$ cat config.mk
export PLATFORM = sky130hd
export DESIGN_NAME = encoder_8b10b
export DESIGN_NICKNAME = d
export VERILOG_FILES = /design/src/rtl/code8b10b_pkg.sv /design/src/rtl/encode_lookup.sv /design/src/rtl/encoder_8b10b.sv
export SDC_FILE = /design/constraint.sdc
export NUM_CORES = 1
export LEC_CHECK = 0
export ABC_AREA = 1
export CORE_MARGIN = 2
export CORE_UTILIZATION = 50
export DETAILED_ROUTE_END_ITERATION = 16
export PLACE_DENSITY = 0.87
export SYNTH_ARGS = -nofsm -noshare
export SYNTH_HDL_FRONTEND = slang
export SYNTH_SLANG_ARGS = --single-unit
$ cat constraint.sdc
create_clock -name i_clk -period 6.45 [get_ports i_clk]
set_input_delay 1.29 -clock i_clk [delete_from_list [all_inputs] [get_ports i_clk]]
set_output_delay 1.29 -clock i_clk [all_outputs]
set_load 0.02 [all_outputs]
$ cat src/rtl/code8b10b_pkg.sv
// Shared 8b/10b constants used by both the encoder and the decoder.
package code8b10b_pkg;

    localparam logic RD_MINUS = 1'b0;
    localparam logic RD_PLUS  = 1'b1;

    localparam logic [7:0] K28_5 = 8'hBC;

    // K28.0..K28.7, then K23.7, K27.7, K29.7, K30.7
    localparam int NUM_LEGAL_K = 12;
    localparam logic [NUM_LEGAL_K-1:0][7:0] LEGAL_K = {
        8'h1C, 8'h3C, 8'h5C, 8'h7C, 8'h9C, K28_5, 8'hDC, 8'hFC,
        8'hF7, 8'hFB, 8'hFD, 8'hFE
    };

    function automatic logic is_legal_k(input logic [7:0] b);
        logic hit;
        hit = 1'b0;
        for (int i = 0; i < NUM_LEGAL_K; i++) begin
            hit = hit | (LEGAL_K[i] == b);
        end
        return hit;
    endfunction

endpackage

$ cat src/rtl/encode_lookup.sv
// Combinational 8b/10b lookup: 5b/6b and 3b/4b sub-blocks with running-disparity tracking.
module encode_lookup
    import code8b10b_pkg::*;
(
    input  logic [7:0] data8_i,
    input  logic       k_i,
    input  logic       rd_i,
    output logic [9:0] data10_o,
    output logic       rd_o,
    output logic       kerr_o
);

    logic [4:0] x;
    logic [2:0] y;
    logic       k_ok;
    logic [5:0] tbl6;
    logic [5:0] sb6;
    logic [3:0] tbl4;
    logic [3:0] sb4;
    logic       unbal6;
    logic       unbal4;
    logic       rd6;
    logic       alt7;

    // Tables hold the RD- form (abcdei / fghj, a and f in the MSB)
    always_comb begin
        x = data8_i[4:0];
        y = data8_i[7:5];
        k_ok = k_i && is_legal_k(data8_i);
        kerr_o = k_i && !k_ok;

        case (x)
            5'd0:  tbl6 = 6'b100111;
            5'd1:  tbl6 = 6'b011101;
            5'd2:  tbl6 = 6'b101101;
            5'd3:  tbl6 = 6'b110001;
            5'd4:  tbl6 = 6'b110101;
            5'd5:  tbl6 = 6'b101001;
            5'd6:  tbl6 = 6'b011001;
            5'd7:  tbl6 = 6'b111000;
            5'd8:  tbl6 = 6'b111001;
            5'd9:  tbl6 = 6'b100101;
            5'd10: tbl6 = 6'b010101;
            5'd11: tbl6 = 6'b110100;
            5'd12: tbl6 = 6'b001101;
            5'd13: tbl6 = 6'b101100;
            5'd14: tbl6 = 6'b011100;
            5'd15: tbl6 = 6'b010111;
            5'd16: tbl6 = 6'b011011;
            5'd17: tbl6 = 6'b100011;
            5'd18: tbl6 = 6'b010011;
            5'd19: tbl6 = 6'b110010;
            5'd20: tbl6 = 6'b001011;
            5'd21: tbl6 = 6'b101010;
            5'd22: tbl6 = 6'b011010;
            5'd23: tbl6 = 6'b111010;
            5'd24: tbl6 = 6'b110011;
            5'd25: tbl6 = 6'b100110;
            5'd26: tbl6 = 6'b010110;
            5'd27: tbl6 = 6'b110110;
            5'd28: tbl6 = k_ok ? 6'b001111 : 6'b001110;
            5'd29: tbl6 = 6'b101110;
            5'd30: tbl6 = 6'b011110;
            default: tbl6 = 6'b101011;
        endcase

        unbal6 = $countones(tbl6) != 3;
        sb6 = (rd_i == RD_PLUS && (unbal6 || x == 5'd7)) ? ~tbl6 : tbl6;
        rd6 = unbal6 ? ~rd_i : rd_i;

        // Alternate A7 avoids a run of five equal bits across the sub-block boundary
        alt7 = k_ok || ((rd6 == RD_PLUS) ? (x == 5'd11 || x == 5'd13 || x == 5'd14)
                                         : (x == 5'd17 || x == 5'd18 || x == 5'd20));

        case (y)
            3'd0:    tbl4 = 4'b1011;
            3'd1:    tbl4 = 4'b1001;
            3'd2:    tbl4 = 4'b0101;
            3'd3:    tbl4 = 4'b1100;
            3'd4:    tbl4 = 4'b1101;
            3'd5:    tbl4 = 4'b1010;
            3'd6:    tbl4 = 4'b0110;
            default: tbl4 = alt7 ? 4'b0111 : 4'b1110;
        endcase

        unbal4 = $countones(tbl4) != 2;
        // K28 neutral 3b/4b codes are the complement of the data forms at RD-
        if (unbal4 || y == 3'd3) begin
            sb4 = (rd6 == RD_PLUS) ? ~tbl4 : tbl4;
        end else if (k_ok) begin
            sb4 = (rd6 == RD_PLUS) ? tbl4 : ~tbl4;
        end else begin
            sb4 = tbl4;
        end
        rd_o = unbal4 ? ~rd6 : rd6;

        data10_o = {sb4[0], sb4[1], sb4[2], sb4[3],
                    sb6[0], sb6[1], sb6[2], sb6[3], sb6[4], sb6[5]};
    end

endmodule

$ cat src/rtl/encoder_8b10b.sv
// Registered 8b/10b encoder with valid/ready handshake and running-disparity state.
// Define ENC8B10B_FORCE_DISP_EN to add i_force_disp/i_disp_val starting-disparity override.
module encoder_8b10b
    import code8b10b_pkg::*;
#(
    parameter logic RD_INIT = RD_MINUS
) (
    input  logic       i_clk,
    input  logic       i_rst,
    input  logic       i_valid,
    output logic       o_ready,
    input  logic [7:0] i_data8,
    input  logic       i_k,
`ifdef ENC8B10B_FORCE_DISP_EN
    input  logic       i_force_disp,
    input  logic       i_disp_val,
`endif
    output logic       o_valid,
    input  logic       i_ready,
    output logic [9:0] o_data10,
    output logic       o_kerr,
    output logic       o_run_disp
);

    logic       valid_q;
    logic [9:0] data_q;
    logic       kerr_q;
    logic       rd_q;
    logic       start_rd;
    logic       accept;
    logic [9:0] code;
    logic       end_rd;
    logic       kerr;

    assign o_ready = !valid_q || i_ready;
    assign accept  = i_valid && o_ready;

`ifdef ENC8B10B_FORCE_DISP_EN
    assign start_rd = i_force_disp ? i_disp_val : rd_q;
`else
    assign start_rd = rd_q;
`endif

    encode_lookup u_lookup (
        .data8_i  (i_data8),
        .k_i      (i_k),
        .rd_i     (start_rd),
        .data10_o (code),
        .rd_o     (end_rd),
        .kerr_o   (kerr)
    );

    always_ff @(posedge i_clk) begin
        if (i_rst) begin
            valid_q <= 1'b0;
            data_q  <= 10'h000;
            kerr_q  <= 1'b0;
            rd_q    <= RD_INIT;
        end else if (accept) begin
            valid_q <= 1'b1;
            data_q  <= code;
            kerr_q  <= kerr;
            rd_q    <= end_rd;
        end else if (i_ready) begin
            valid_q <= 1'b0;
        end
    end

    assign o_valid    = valid_q;
    assign o_data10   = data_q;
    assign o_kerr     = kerr_q;
    assign o_run_disp = rd_q;

endmodule

==> results.yml, run 1 <==
logic_synthesis:
  synthArstFlopShare_pct: 0
  avgSynthCellArea_um2: 6.51
  syn-instance-count: 259
  synth_edf_count: 0
  syn_nets: 282
  synth_cell_type_count: 38
  synth-seq-cells: 13
  synth_area_mm2: 0.00169
  ys.flop_type: "dfxtp_1"
  synth-seq-area-share_pct: 15.4
  ys_warn_count: 0
cells_and_area:
  diodes: 0
  final_area_mm2: 0.00224
  nNetsFinal: 333
  drive_gt1_share_pct: 29.4
  syn_to_final_growth_pct: 32.9
  final_cells: 355
grt:
  antenna_found_initial: 0
  grt_util_all_layers_pct: 22.4
  grt_pass1_vias: 1488
  grt_max_degree: 20
  grt_pass1_wl_um: 6490
  grt_remaining_overflow: 0
placed_design:
  place_area_mm2: 0.00212
  hpwl_um: 3250
  dp.cells: 349
  port_buffers: 26
  gp_congestion: 1.00
sta:
  rsz0062_at_grt: "false"
  fmax_ghz: 0.168
  slew_viol_final: 0
  period_minus_slack_ns: 5.96
  finalSetupTns_ns: 0
  finalClockSkew_ns: 0.00510
  hold_violations: 0
  worst_slew_pin_slew_ns: 0.479
  finalCritPeriodShare_pct: 92.4
  holdWs_ns: 0.520
  relSlewSlack_pct: 67.8
  setup_viol: 0
detailed_routing:
  viasPerCell: 5.13
  via_count: 1821
  wl_per_cell_um: 11.5
  ant_nets: 0
  drc: 0
  dr.pass1.iters: 4
  drt_iter0_drc: 106
  drt_wl_total_um: 4090
critical_path:
  required_ns: 6.63
  cp_max_fo: 7
  worstPathArrival_ns: 6.14
  crit_path_start_kind: "primary input"
  critPathCaptureType: "register"
  critPathMostFrequentCell: "nand2_1"
  slowest_delay_ns: 0.49
  slowest_stage: "fa_1"
  critPathKind: "primary input to register"
clock_network:
  h-tree-depth: 1
  clk_pin_slew_ns: 0.08
  clockBufferDepth: 2
  cts_sinks: 13
  clockRootBuffer: "clkbuf_4"
  worstSkewPairLatency_ns: 0.29
  numCtsBuffers: 3
  cts_tree: "yes"
die:
  core_mm2: 0.00328
  start_util_pct: 51.3
  die_y_um: 62.1
  ioPinCount: 27
  num_rows: 21
  dieArea_mm2: 0.00385
  fp.dieW_um: 62.1
hold_path:
  hp-class: "register to register"
pwr:
  power.density_mw_per_mm2: 220
  vdd_ir_drop_max_uv: 161
  power.leakage_nw: 1.15
flow_run:
  drv_cap: 0
status:
  status: "complete, no violations"
cell families after synthesis:
kind of cell | synth area share (%)
adders and majority gates | 8.76
buffers and inverters | 11.6
DFF | 15.4
and+or+nand+nor | 51.9
AOI/OAI and AO/OA | 10.8
xor gates and xnor gates | 1.56
cells in the final DEF, fill, tap and decap left out, types with 8 or more instances in the layout:
cell	Yosys	routed
buf_4	2	24
clkdlybuf4s50_1	0	21
dfxtp_1	13	13
inv_1	24	24
inv_2	9	8
nand2_1	57	55
nand2_2	14	16
nand3_1	22	20
nand3_2	6	8
nor2_1	38	38
nor2_4	6	8
o21ai_0	11	9
registers in the layout, indices dropped and copies added (netlist names):
register and flops:
o_kerr 1, o_run_disp 1, o_data10 10, o_valid 1
repair_timing:
item,in CTS,in global routing
hold buffers,0,0
pin swaps,0,10
endpoints found under the setup margin,3,4
gates resized for setup,1,21
buffers inserted,0,2
where the power goes:
group          leakage, nW  internal (mW)  switching [mW]
clock               0.0150         0.0241          0.0287
combinational         1.03          0.153           0.187
sequential           0.108         0.0931         0.00724
total                 1.15          0.270           0.223
worst paths after layout:
kind	startpoint	to	slack [ns]	depth (start not counted)
worst min-delay path	o_valid	o_valid	0.52	2
worst max register to register	o_run_disp	o_data10[9]	3.35	21
worst min register to register	o_valid	o_valid	0.52	2
worst max-delay path	i_data8[3]	o_data10[9]	0.49	32
per-stage QoR:
step	power, mW	utilization, %	worst slack (ns)
global route	0.539	68.2	0.103
detailed placement	0.413	64.6	-0.344
finish	0.493	68.2	0.489
global placement	0.401	64.6	-0.201
floorplan	0.311	-	0.465
CTS	0.465	65.5	0.00195
synth_stat cells (2+ instances only):
cell type	count	share of area, %
xor2_1	2	1.0
nor2_2	3	1.1
buf_6	3	2.0
nand2_1	57	13
nand2_4	4	2.7
a21oi_2	3	1.6
nor2_4	6	4.0
nand4_1	5	1.9
a21oi_1	7	2.1
fa_1	3	3.6
buf_4	2	0.89
inv_1	24	5.3
o21ai_1	2	0.59
inv_2	9	2.0
o21ai_0	11	3.3
nor3_1	2	0.59
nand3_2	6	3.6
nand2_2	14	5.2
nor2_1	38	8.5
dfxtp_1	13	15
ha_1	7	5.2
nand3_1	22	6.5
layout make-up:
type	instances	area, um^2
Multi-Input combinational cell	205	1280
Timing Repair Buffer	52	475
Fill cell	272	1040
Sequential cell	13	260
Clock buffer	4	26.3
Tap cell	46	57.6
Inverter	35	135
worst max-delay path, delay by kind of cell:
kind	cells	cell delay [ns]
AO/OA/AOI/OAI	3	0.28
adder cells (fa/ha/maj)	6	1.99
buffers and inverters	4	0.57
AND/OR/NAND/NOR	19	2.00
routing by layer:
metal / part of all wire, % / wire length, um / vias to the layer above / track usage, %
li1: - / - / 942 / -
met1: 43 / 1760 / 820 / 31.3
met2: 51 / 2070 / 56 / 37.2
met3: 5.8 / 236 / 3 / 3.73
met4: 0.49 / 20 / 0 / 2.74
met5: 0 / 0 / - / 0
Power figures use the tool's default switching activity.
==> inputs of run 2 (changes only) <==
Settings changed: CAP_MARGIN set to 20, CORE_ASPECT_RATIO set to 1.75.
==> run 2 against run 1 <==
Design area up 1.8%. Die area up 0.46%. Clock skew down 0.0025 ns. Total power up 1.6%. Setup slack worse by 0.029 ns. First-iteration DRC count down 71%. Sequential share of layout area down 0.21 points. Largest power group unchanged. Highest routed layer unchanged.
==> results.yml, run 2 (same netlist as run 1, synthesis figures left out) <==
status:
  status: "complete, no violations"
pwr:
  power.leakage_nw: 1.17
  power.density_mw_per_mm2: 220
  vdd_ir_drop_max_uv: 136
  p_total_mw: 0.501
grt:
  grt_max_degree: 20
  grt_remaining_overflow: 0
  antenna_found_initial: 0
  grt_pass1_vias: 1788
  grt_pass1_wl_um: 7070
  grt_util_all_layers_pct: 24.7
detailed_routing:
  drt_wl_total_um: 4480
  drt_iter0_drc: 31
  drc: 0
  wl_per_cell_um: 12.4
  via_count: 1893
  dr_wl_met3_um: 137
  ant_nets: 0
  highest_layer: "met4"
  viasPerCell: 5.26
  dr.pass1.iters: 4
  wl_met2_um: 2600
  met1_length_um: 1470
critical_path:
  slowest_delay_ns: 0.49
  crit_path_start_kind: "primary input"
  worstPathArrival_ns: 6.14
  crit_buf_inv: 4
  critPathKind: "primary input to register"
  cp_max_fo: 7
  critPathCaptureType: "register"
  crit_path_start: "i_data8[3]"
  slowest_stage: "fa_1"
  crit-reg2reg-launch: "o_run_disp"
  critPathMostFrequentCell: "nand2_1"
  cp_top_family: "adder cells"
  required_ns: 6.60
clock_network:
  h-tree-depth: 1
  cts_tree: "yes"
  worstSkewPairLatency_ns: 0.25
  clk_pin_slew_ns: 0.06
  clockBufferDepth: 2
  hold_buffers: 0
  clockRootBuffer: "clkbuf_8"
  numCtsBuffers: 3
  cts_sinks: 13
hold_path:
  hp-class: "register to register"
  holdCritStartpoint: "o_valid"
flow_run:
  drv_cap: 0
cells_and_area:
  largest_register_ffs: 10
  syn_to_final_growth_pct: 35.3
  fin_util_pct: 71.8
  layout.area.seq_um2: 260
  layout_common_cells: "55 x nand2_1, 37 x nor2_1, 33 x buf_4"
  layout_commonest_cell: "nand2_1"
  diodes: 0
  drive_gt1_share_pct: 32.5
  nNetsFinal: 341
  multi_input_area_mm2: 0.00128
  fillers: 274
sta:
  setup_viol: 0
  relSlewSlack_pct: 67.5
  finalClockSkew_ns: 0.00257
  worst_slew_pin_slew_ns: 0.485
  slew_viol_final: 0
  finalCritPeriodShare_pct: 92.9
  fmax_ghz: 0.167
  period_minus_slack_ns: 5.99
  hold_violations: 0
  rsz0062_at_grt: "false"
die:
  die_y_um: 80.8
  fp.dieW_um: 47.9
  ioPinCount: 27
  core_mm2: 0.00318
  num_rows: 27
  dieArea_mm2: 0.00387
  start_util_pct: 53.1
placed_design:
  port_buffers: 26
  hpwl_um: 3670
  gp_congestion: 0.939
run 2: worst paths after layout:
check / endpoint / slack (ns) / depth (start not counted)
setup / recovery: o_data10[8] / 0.46 / 32
hold / removal: o_valid / 0.56 / 2
setup reg to reg: o_data10[8] / 3.38 / 22
hold reg to reg: o_valid / 0.56 / 2
run 2: layout make-up:
cell class	instances	area share (%)
well taps	43	2.36
repair buffers	60	22.3
clock buffers	4	1.97
multi-input cells	205	56.0
inverters	35	5.92
flip-flops and latches	13	11.4
run 2: timing repair:
action                                  in CTS  in global routing
endpoints found under the setup margin       4                  4
gates resized for setup                      6                 19
endpoints found under the hold margin        0                  0
gates cloned                                 0                  0
pin swaps                                    0                  7
setup buffers                                0                  1
run 2: worst min-delay path: stages (launching register included):
cell	delay [ns]
dfxtp_1	0.31
nand2_1	0.12
a21oi_1	0.08
run 2: through the flow:
stage          worst slack, ns  cell area (um^2)  setup TNS, ns  std cells  hold WS (ns)
3_3_place_gp            -0.290              2180          -1.01        355         0.504
4_1_cts                 0.0664              2240              0        359         0.561
5_1_grt                  0.101              2280              0        360         0.588
2_1_floorplan            0.465              1690              0        259         0.605
3_5_place_dp            -0.453              2180          -1.67        355         0.512
6_report                 0.460              2280              0        360         0.559
run 2: layer usage:
metal	global-route usage, %	vias to the layer above
met4	15.1	0
li1	-	953
met2	50.3	65
met1	19.8	847
met3	1.33	28
met5	0	-
run 2: where the power goes:
group,total (mW),switching (mW),internal [mW]
combinational,0.326,0.181,0.145
clock,0.0743,0.0305,0.0437
sequential,0.100,0.00688,0.0933
total,0.501,0.219,0.282
